### src/rtl/fpu_divider.sv
// Multi-cycle IEEE-754 single-precision divider: radix-2 restoring mantissa division, RNE rounding.
// Optional sticky status output enabled by defining FPU_DIV_FLAGS_EN.
//
// state  | meaning
// IDLE   | no operation in progress; start accepted here
// DIV    | 27 quotient-bit cycles, counter 26..0
// NORM   | normalise/round (or select special result), register out, pulse done
module fpu_divider #(
  parameter logic [31:0] NAN_CANON = 32'h7FC00000
) (
  input  logic        clock,
  input  logic        reset,
  input  logic        start,
  input  logic [31:0] number1,
  input  logic [31:0] number2,
  output logic        busy,
  output logic        done,
  output logic [31:0] out
`ifdef FPU_DIV_FLAGS_EN
  ,
  output logic [3:0]  flags
`endif
);

  typedef enum logic [1:0] {S_IDLE, S_DIV, S_NORM} state_t;

  state_t             state_q, state_d;
  logic [4:0]         cnt_q, cnt_d;
  logic               sign_q, sign_d;
  logic signed [9:0]  exp_q, exp_d;
  logic [23:0]        div_q, div_d;
  logic [24:0]        rem_q, rem_d;
  logic [26:0]        quo_q, quo_d;
  logic               special_q, special_d;
  logic [31:0]        spec_res_q, spec_res_d;
  logic [31:0]        out_q, out_d;
  logic               done_q, done_d;

  logic [7:0]  e1, e2;
  logic        a_zero, a_inf, a_nan, b_zero, b_inf, b_nan;
  logic        spec_hit;
  logic [31:0] spec_res;

  assign e1     = number1[30:23];
  assign e2     = number2[30:23];
  assign a_zero = (e1 == 8'h00);
  assign b_zero = (e2 == 8'h00);
  assign a_inf  = (e1 == 8'hFF) && (number1[22:0] == 23'd0);
  assign b_inf  = (e2 == 8'hFF) && (number2[22:0] == 23'd0);
  assign a_nan  = (e1 == 8'hFF) && (number1[22:0] != 23'd0);
  assign b_nan  = (e2 == 8'hFF) && (number2[22:0] != 23'd0);

  // Priority matters: invalid first, then the infinity cases, then the zero cases.
  always_comb begin
    spec_hit = 1'b1;
    spec_res = 32'd0;
    if (a_nan || b_nan || (a_zero && b_zero) || (a_inf && b_inf)) begin
      spec_res = NAN_CANON;
    end else if (a_inf || b_zero) begin
      spec_res = {number1[31] ^ number2[31], 8'hFF, 23'd0};
    end else if (a_zero || b_inf) begin
      spec_res = {number1[31] ^ number2[31], 31'd0};
    end else begin
      spec_hit = 1'b0;
    end
  end

`ifdef FPU_DIV_FLAGS_EN
  logic [3:0] spec_flg;
  logic [3:0] spec_flg_q, spec_flg_d;
  logic [3:0] flags_q, flags_d;

  always_comb begin
    spec_flg = 4'b0000;
    if (a_nan || b_nan || (a_zero && b_zero) || (a_inf && b_inf))
      spec_flg = 4'b1000;
    else if (b_zero && !a_inf)
      spec_flg = 4'b0100;
  end
`endif

  logic [24:0]       rem_sub;
  logic              rem_ge;
  logic [22:0]       mant_n;
  logic              guard, sticky, round_up;
  logic [23:0]       mant_r;
  logic signed [9:0] exp_n, exp_r;
  logic              norm_of, norm_uf;
  logic [31:0]       norm_res;

  assign rem_ge  = (rem_q >= {1'b0, div_q});
  assign rem_sub = rem_q - {1'b0, div_q};

  always_comb begin
    if (quo_q[26]) begin
      mant_n = quo_q[25:3];
      guard  = quo_q[2];
      sticky = (|quo_q[1:0]) | (|rem_q);
      exp_n  = exp_q;
    end else begin
      mant_n = quo_q[24:2];
      guard  = quo_q[1];
      sticky = quo_q[0] | (|rem_q);
      exp_n  = exp_q - 10'sd1;
    end
    round_up = guard & (mant_n[0] | sticky);
    mant_r   = {1'b0, mant_n} + {23'd0, round_up};
    // A carry out leaves mant_r[22:0] at zero, which is the correct mantissa.
    exp_r    = exp_n + $signed({9'd0, mant_r[23]});
    norm_of  = (exp_r >= 10'sd255);
    norm_uf  = (exp_r <= 10'sd0);
    if (norm_of)
      norm_res = {sign_q, 8'hFF, 23'd0};
    else if (norm_uf)
      norm_res = {sign_q, 31'd0};
    else
      norm_res = {sign_q, exp_r[7:0], mant_r[22:0]};
  end

  always_comb begin
    state_d    = state_q;
    cnt_d      = cnt_q;
    sign_d     = sign_q;
    exp_d      = exp_q;
    div_d      = div_q;
    rem_d      = rem_q;
    quo_d      = quo_q;
    special_d  = special_q;
    spec_res_d = spec_res_q;
    out_d      = out_q;
    done_d     = 1'b0;
`ifdef FPU_DIV_FLAGS_EN
    spec_flg_d = spec_flg_q;
    flags_d    = flags_q;
`endif
    case (state_q)
      S_IDLE: begin
        if (start) begin
          sign_d     = number1[31] ^ number2[31];
          exp_d      = $signed({2'b00, e1}) - $signed({2'b00, e2}) + 10'sd127;
          div_d      = {1'b1, number2[22:0]};
          rem_d      = {2'b01, number1[22:0]};
          quo_d      = 27'd0;
          cnt_d      = 5'd26;
          special_d  = spec_hit;
          spec_res_d = spec_res;
`ifdef FPU_DIV_FLAGS_EN
          spec_flg_d = spec_flg;
`endif
          state_d    = spec_hit ? S_NORM : S_DIV;
        end
      end
      S_DIV: begin
        if (rem_ge) begin
          quo_d = {quo_q[25:0], 1'b1};
          rem_d = rem_sub << 1;
        end else begin
          quo_d = {quo_q[25:0], 1'b0};
          rem_d = rem_q << 1;
        end
        if (cnt_q == 5'd0)
          state_d = S_NORM;
        else
          cnt_d = cnt_q - 5'd1;
      end
      S_NORM: begin
        out_d   = special_q ? spec_res_q : norm_res;
`ifdef FPU_DIV_FLAGS_EN
        flags_d = special_q ? spec_flg_q : {2'b00, norm_of, norm_uf};
`endif
        done_d  = 1'b1;
        state_d = S_IDLE;
      end
      default: state_d = S_IDLE;
    endcase
  end

  always_ff @(posedge clock) begin
    if (reset) begin
      state_q    <= S_IDLE;
      cnt_q      <= 5'd0;
      sign_q     <= 1'b0;
      exp_q      <= 10'sd0;
      div_q      <= 24'd0;
      rem_q      <= 25'd0;
      quo_q      <= 27'd0;
      special_q  <= 1'b0;
      spec_res_q <= 32'd0;
      out_q      <= 32'd0;
      done_q     <= 1'b0;
`ifdef FPU_DIV_FLAGS_EN
      spec_flg_q <= 4'd0;
      flags_q    <= 4'd0;
`endif
    end else begin
      state_q    <= state_d;
      cnt_q      <= cnt_d;
      sign_q     <= sign_d;
      exp_q      <= exp_d;
      div_q      <= div_d;
      rem_q      <= rem_d;
      quo_q      <= quo_d;
      special_q  <= special_d;
      spec_res_q <= spec_res_d;
      out_q      <= out_d;
      done_q     <= done_d;
`ifdef FPU_DIV_FLAGS_EN
      spec_flg_q <= spec_flg_d;
      flags_q    <= flags_d;
`endif
    end
  end

  assign busy = (state_q != S_IDLE);
  assign done = done_q;
  assign out  = out_q;
`ifdef FPU_DIV_FLAGS_EN
  assign flags = flags_q;
`endif

endmodule

### config.mk
export PLATFORM = sky130hd
export DESIGN_NAME = fpu_divider
export DESIGN_NICKNAME = d
export VERILOG_FILES = /design/src/rtl/fpu_divider.sv
export SDC_FILE = /design/constraint.sdc
export NUM_CORES = 1
export LEC_CHECK = 0
export ABC_AREA = 1
export ABC_CLOCK_PERIOD_IN_PS = 10650
export BUFFER_PORTS_ARGS = -buffer_cell sky130_fd_sc_hd__buf_2
export CAP_MARGIN = 5
export CORE_UTILIZATION = 44
export CTS_BUF_LIST = sky130_fd_sc_hd__clkbuf_4 sky130_fd_sc_hd__clkbuf_8
export DETAILED_ROUTE_END_ITERATION = 8
export PLACE_DENSITY = 0.7
export SYNTH_ARGS = -nofsm -noshare
export SYNTH_HDL_FRONTEND = slang
export SYNTH_SLANG_ARGS = --single-unit
### constraint.sdc
create_clock -name clock -period 10.65 [get_ports clock]
set_input_delay 1.5975 -clock clock [delete_from_list [all_inputs] [get_ports clock]]
set_output_delay 1.5975 -clock clock [all_outputs]
set_load 0.01 [all_outputs]
Word-level counts from Yosys, hierarchy flattened
Index checks and enable logic that the tools add are counted.
Storage, ports and cells
  flip-flop bits (word level): 160
Cells by class
  $add $sub $neg: 7
  $lt $le $gt $ge: 3
  equal/unequal tests: 7
  multiplexer cells: 27
  bitwise logic cells: 5
  reduce and logical (&&, ||, !) cells: 27
Operators with widths (number)
  32-bit 2-to-1 mux: 4
  31-bit 2-to-1 mux: 2
  27-bit case mux with 2 select lines: 1
  25-bit 2-to-1 mux: 2
  25-bit case mux with 2 select lines: 1
  23-bit zero test: 2
  23-bit nonzero test: 2
  27-bit 2-to-1 mux: 1
  25-bit by 24-bit greater-or-equal comparator with 1-bit output: 1
  25-bit OR reduction: 1
  23-bit by 1-bit adder with 24-bit output: 1
  24-bit subtractor: 1
  23-bit 2-to-1 mux: 1
  8-bit == test (second input constant): 2
  8-bit zero test: 2
  10-bit by 2-bit adder with 10-bit output: 1
  9-bit by 8-bit adder with 10-bit output (second input constant): 1
  10-bit by 9-bit greater-or-equal comparator with 1-bit output (second input constant): 1
  10-bit by 1-bit <= comparator with 1-bit output (second input constant): 1
  10-bit 2-to-1 mux: 1
  5-bit 2-to-1 mux: 2
  5-bit case mux with 2 select lines: 1
  10-bit by 2-bit subtractor with 10-bit output (second input constant): 1
  8-bit by 8-bit subtractor with 9-bit output: 1
  other kinds (18): 42

Logic depth before layout (Yosys ltp)
  depth in word-level cells: 11
  mapped depth: 29
  gate-level depth less buffers: 28

Worst setup path after synthesis
OpenSTA, ideal clock, no wires.
  kind: reg-to-reg
  start: register quo_q[26]
  end: register out_q[19], in the netlist out[19]
  arrival time: 3439 ps
  required time: 10581 ps
  slack: 7142 ps
  cell stages (with the launch flop): 29
  path buffers: 3
  clock period less this slack: 3508 ps
  cell sequence: dfxtp_1 -> buf_4 -> buf_6 -> nand2_1 -> nand2_1 -> nand2_1 -> nor2_1 -> nand4_1 -> nor2_1 -> nand3_1 -> nor3_1 -> nand4_1 -> nor3_1 -> ha_1 -> inv_1 -> nor2_4 -> nand2_2 -> nor2_4 -> nand3_2 -> nor2_4 -> nand3_2 -> nand2_1 -> nand2_1 -> nor2_1 -> nand2_2 -> nor2_8 -> buf_8 -> nand3_2 -> a21oi_2
Between the ends
  cells in the longest elaborated chain, start to end: 9
  elaborated cells between the ends (all ways): 13
  classes of those cells: add/sub (2); order compare (2); mux (7); bitwise (2)
RTL lines
  start, declared: line 33  | logic [26:0] quo_q, quo_d;
  start signal, assigned: line 202  | quo_q <= quo_d;
  23-bit 2-to-1 mux or 1-bit 2-to-1 mux (tied branches): line 95  | if (quo_q[26]) begin
  1-bit OR: line 106  | round_up = guard & (mant_n[0] | sticky);
  1-bit bitwise AND: line 106
  23-bit by 1-bit adder with 24-bit output: line 107  | mant_r = {1'b0, mant_n} + {23'd0, round_up};
  10-bit by 2-bit adder with 10-bit output: line 109  | exp_r = exp_n + $signed({9'd0, mant_r[23]});
  10-bit by 1-bit <= comparator with 1-bit output: line 111  | norm_uf = (exp_r <= 10'sd0);
  31-bit 2-to-1 mux: line 114  | else if (norm_uf)
  31-bit 2-to-1 mux *: line 112  | if (norm_of)
  32-bit 2-to-1 mux *: line 167  | out_d = special_q ? spec_res_q : norm_res;
  end signal, assigned: line 205  | out_q <= out_d;
  end, declared: line 36  | logic [31:0] out_q, out_d;
Every way passes the cells marked *; elsewhere a longest branch is shown, timed or not.
A chain may end at the register's enable or synchronous reset.

Worst setup path after layout
  start: register quo_q[26]
  end: register out_q[7], in the netlist out[7]
The elaborated chain is that of the path after synthesis.

==> run metrics <==
PortBufs 100; CP Class reg -> reg; Multi-input gate area 5080 sq um; status finished, final reports clean; Power Dens Cells roughly 160 nW/um^2; Max transition margin 25.4%; antenna cells 0; Post-Layout Inst Area around 9800 sq um; DR vias/cell 5.24; FF+latch count, synth 131; crit path time final 4.41 ns; overall routing resource usage between 20% and 30%; post-synth top area share between 30% and 40%; Worst-path clk slew about 0.09 ns; total global routing overflow 0; FFs w/ async S/R, synth 0%; Syn Inst Count ~1.3k; Flop pwr share between 30% and 40%; Die X 142 microns; period utilization 41.4%; placed instance area 9330 sq um; initial antenna violation count 0; CTS tree done; final WL around 23000 microns; Net Sw Frac 39.2%; Worst-Margin Slew 1.12 ns; WL/cell 13.6 microns; Routed Antenna Nets 0; number of setup buffers added after CTS 0; area grow syn2layout 13.0%; hold_buf cts 0; Leak between 4 and 5 nW; Worst EP required 11.03 ns; vias in the first global route approximately 7.9k; CP endpoint kind flip-flop; syn_nets 1429; crit path DAT 4.78 ns; Worst-Skew Late Latency approximately 0.46 ns; cts bufs inserted 17; Longest Clk Path Bufs 2; Hold/Removal Path Class reg -> reg; Synth area leaders dfxtp_1, nand2_1, inv_1; final setup TNS 0 ns; Pre-Repair DR Iteration Count 5; total power ~0.0016 W; Non-Filler Instances around 1.7k; peak supply drop 0.0909 mV; Nets roughly 1.5k; cell area after synthesis 8640 sq um; largest net degree at the start of global routing 69; Clock Skew about 0.016 ns; post-DP HPWL roughly 17000 microns; Critical Path Fanout Max 19; ratio of cells with drive above 1 in the final layout about an eighth; Unique masters post-synth 48; Clock Sinks 131; Psw 0.000623 W; die area 20200 sq um; first-pass GRT wire length 37700 microns; initial core utilization 45.6%; I/O pins 101; Seq/Total Area, Yosys between 30 and 40%; Post-CTS Resized 0; H-tree levels 4; cell taking the most area after synthesis dfxtp_1; Core Area 19000 sq um; Hold Worst Slack ~0.46 ns; Max-cap violations 0; area occupied by registers around 2600 sq um; type of origin of the critical path flip-flop; Gate power share between 30% and 40%; EDFF count, synth 0; Power Internal 0.000967 W; drt drc 0; gpl congestion a little over 0.9; Final setup viols 0; Max Transition Viols Final 0; Most used DFF post-synth dfxtp_1; yosys warns 0; routed vias between 8k and 9k; fillers approximately 1.9k; Highest Clock Rate 227 MHz; FP Rows 50; Hold Violations, Final 0; Die Ht 142 microns; Syn Area/Cell roughly 6.5 sq um; Clock Power Share 29.1%; CTS Root Cell clkbuf_8; DRT iter0 DRCs ~570; unrepaired setup endpoints after global routing false; Cells after DPL 1645
-- sequential cells by signal (all words and copies together), names as in the netlist --
| name | count |
|---|---|
| cnt_q | 5 |
| div_q | 24 |
| done | 1 |
| exp_q | 10 |
| out | 32 |
| quo_q | 27 |
| rem_q | 25 |
| sign_q | 1 |
| spec_res_q | 3 |
| special_q | 1 |
| state_q | 2 |
-- per-layer routing --
metal	track usage, %	wire [microns]
met5	0	0
met4	6.96	410
met3	4.51	1150
met2	38.3	10400
met1	30.3	10800
-- cells by family after synthesis --
kind of cell | Yosys count | synth area share, %
AND/OR/NAND/NOR | 564 | 28.8
AO/OA/AOI/OAI | 312 | 20.6
buffers and inverters | 241 | 10.9
flip-flops | 131 | 30.4
adder cells (fa/ha/maj) | 41 | 6.11
XOR/XNOR | 32 | 3.24
-- final timing paths --
check                           startpoint       to  slack (ns)  cells after the start
worst min-delay path               out[10]  out[10]        0.46                      2
worst max-delay path             quo_q[26]   out[7]        6.24                     25
worst max register to register   quo_q[26]   out[7]        6.24                     25
worst min register to register     out[10]  out[10]        0.46                      2
-- cells in the mapped netlist, types with 2 or more instances --
| cell | n |
|---|---|
| nand2_1 | 303 |
| inv_1 | 194 |
| dfxtp_1 | 131 |
| a21oi_1 | 115 |
| o21ai_0 | 102 |
| nor2_1 | 101 |
| nand3_1 | 59 |
| ha_1 | 39 |
| clkbuf_1 | 36 |
| nand4_1 | 32 |
| a31oi_1 | 24 |
| nor3_1 | 20 |
| nor4_1 | 17 |
| xor2_1 | 17 |
| o22ai_1 | 15 |
| xnor2_1 | 15 |
| o211ai_1 | 12 |
| o32ai_1 | 9 |
| nand3_2 | 8 |
| a21oi_2 | 7 |
| nand2_2 | 6 |
| o21bai_1 | 6 |
| or2_2 | 6 |
| a21o_1 | 4 |
| nor2_2 | 4 |
| nor2_4 | 4 |
| o21ai_1 | 3 |
| o221ai_1 | 3 |
| buf_1 | 2 |
| buf_2 | 2 |
| buf_4 | 2 |
| buf_6 | 2 |
| fa_1 | 2 |
| inv_2 | 2 |
| nand3b_1 | 2 |
| o311ai_0 | 2 |
| o31ai_1 | 2 |
-- stage by stage --
stage	setup WS, ns	util, %
2_1_floorplan	7.14	-
3_3_place_gp	6.46	49.2
3_5_place_dp	6.32	49.2
4_1_cts	6.24	51.5
5_1_grt	5.65	51.5
6_report	6.24	51.5
-- power by group through the flow --
stage          Sequential [W]  Clock (W)  Combinational, W
2_1_floorplan        0.000558          0          0.000437
3_3_place_gp         0.000564          0          0.000560
3_5_place_dp         0.000565          0          0.000564
4_1_cts              0.000554   0.000473          0.000568
5_1_grt              0.000559   0.000496          0.000649
6_report             0.000555   0.000462          0.000573
-- cell usage in the layout, fill, tap and decap left out, types with 32 or more instances in the layout --
| master | netlist | routed |
|---|---|---|
| buf_2 | 2 | 100 |
| nand4_1 | 32 | 32 |
| nand2_1 | 303 | 303 |
| a21oi_1 | 115 | 115 |
| nor2_1 | 101 | 99 |
| nand3_1 | 59 | 59 |
| dfxtp_1 | 131 | 131 |
| ha_1 | 39 | 39 |
| o21ai_0 | 102 | 102 |
| inv_1 | 194 | 194 |
-- critical path, cell delays in order (launching register included) --
cell     delay, ns
dfxtp_1       0.64
inv_2         0.21
o21ai_1       0.36
nand2_1       0.08
nor2_1        0.18
nand4_1       0.18
nor2_1        0.14
nand3_1       0.12
nor3_1        0.20
nand4_1       0.18
nor3_1        0.18
ha_1          0.23
inv_1         0.08
nor2_4        0.12
nand2_2       0.07
nor2_4        0.11
nand3_2       0.11
nor2_4        0.14
nand3_2       0.08
nand2_1       0.07
nand2_1       0.05
nor2_1        0.11
nand2_2       0.12
nor2_8        0.27
nand3_1       0.13
a21oi_1       0.13
-- final cells by class --
| class | count | share of cell area, % |
|---|---|---|
| Clock buffer | 19 | 2.68 |
| Tap cell | 260 | 3.33 |
| Sequential cell | 131 | 26.9 |
| Inverter | 196 | 7.53 |
| Clock inverter | 13 | 1.76 |
| Multi-Input combinational cell | 949 | 52.0 |
| Timing Repair Buffer | 109 | 5.82 |
Power figures use the tool's default switching activity.
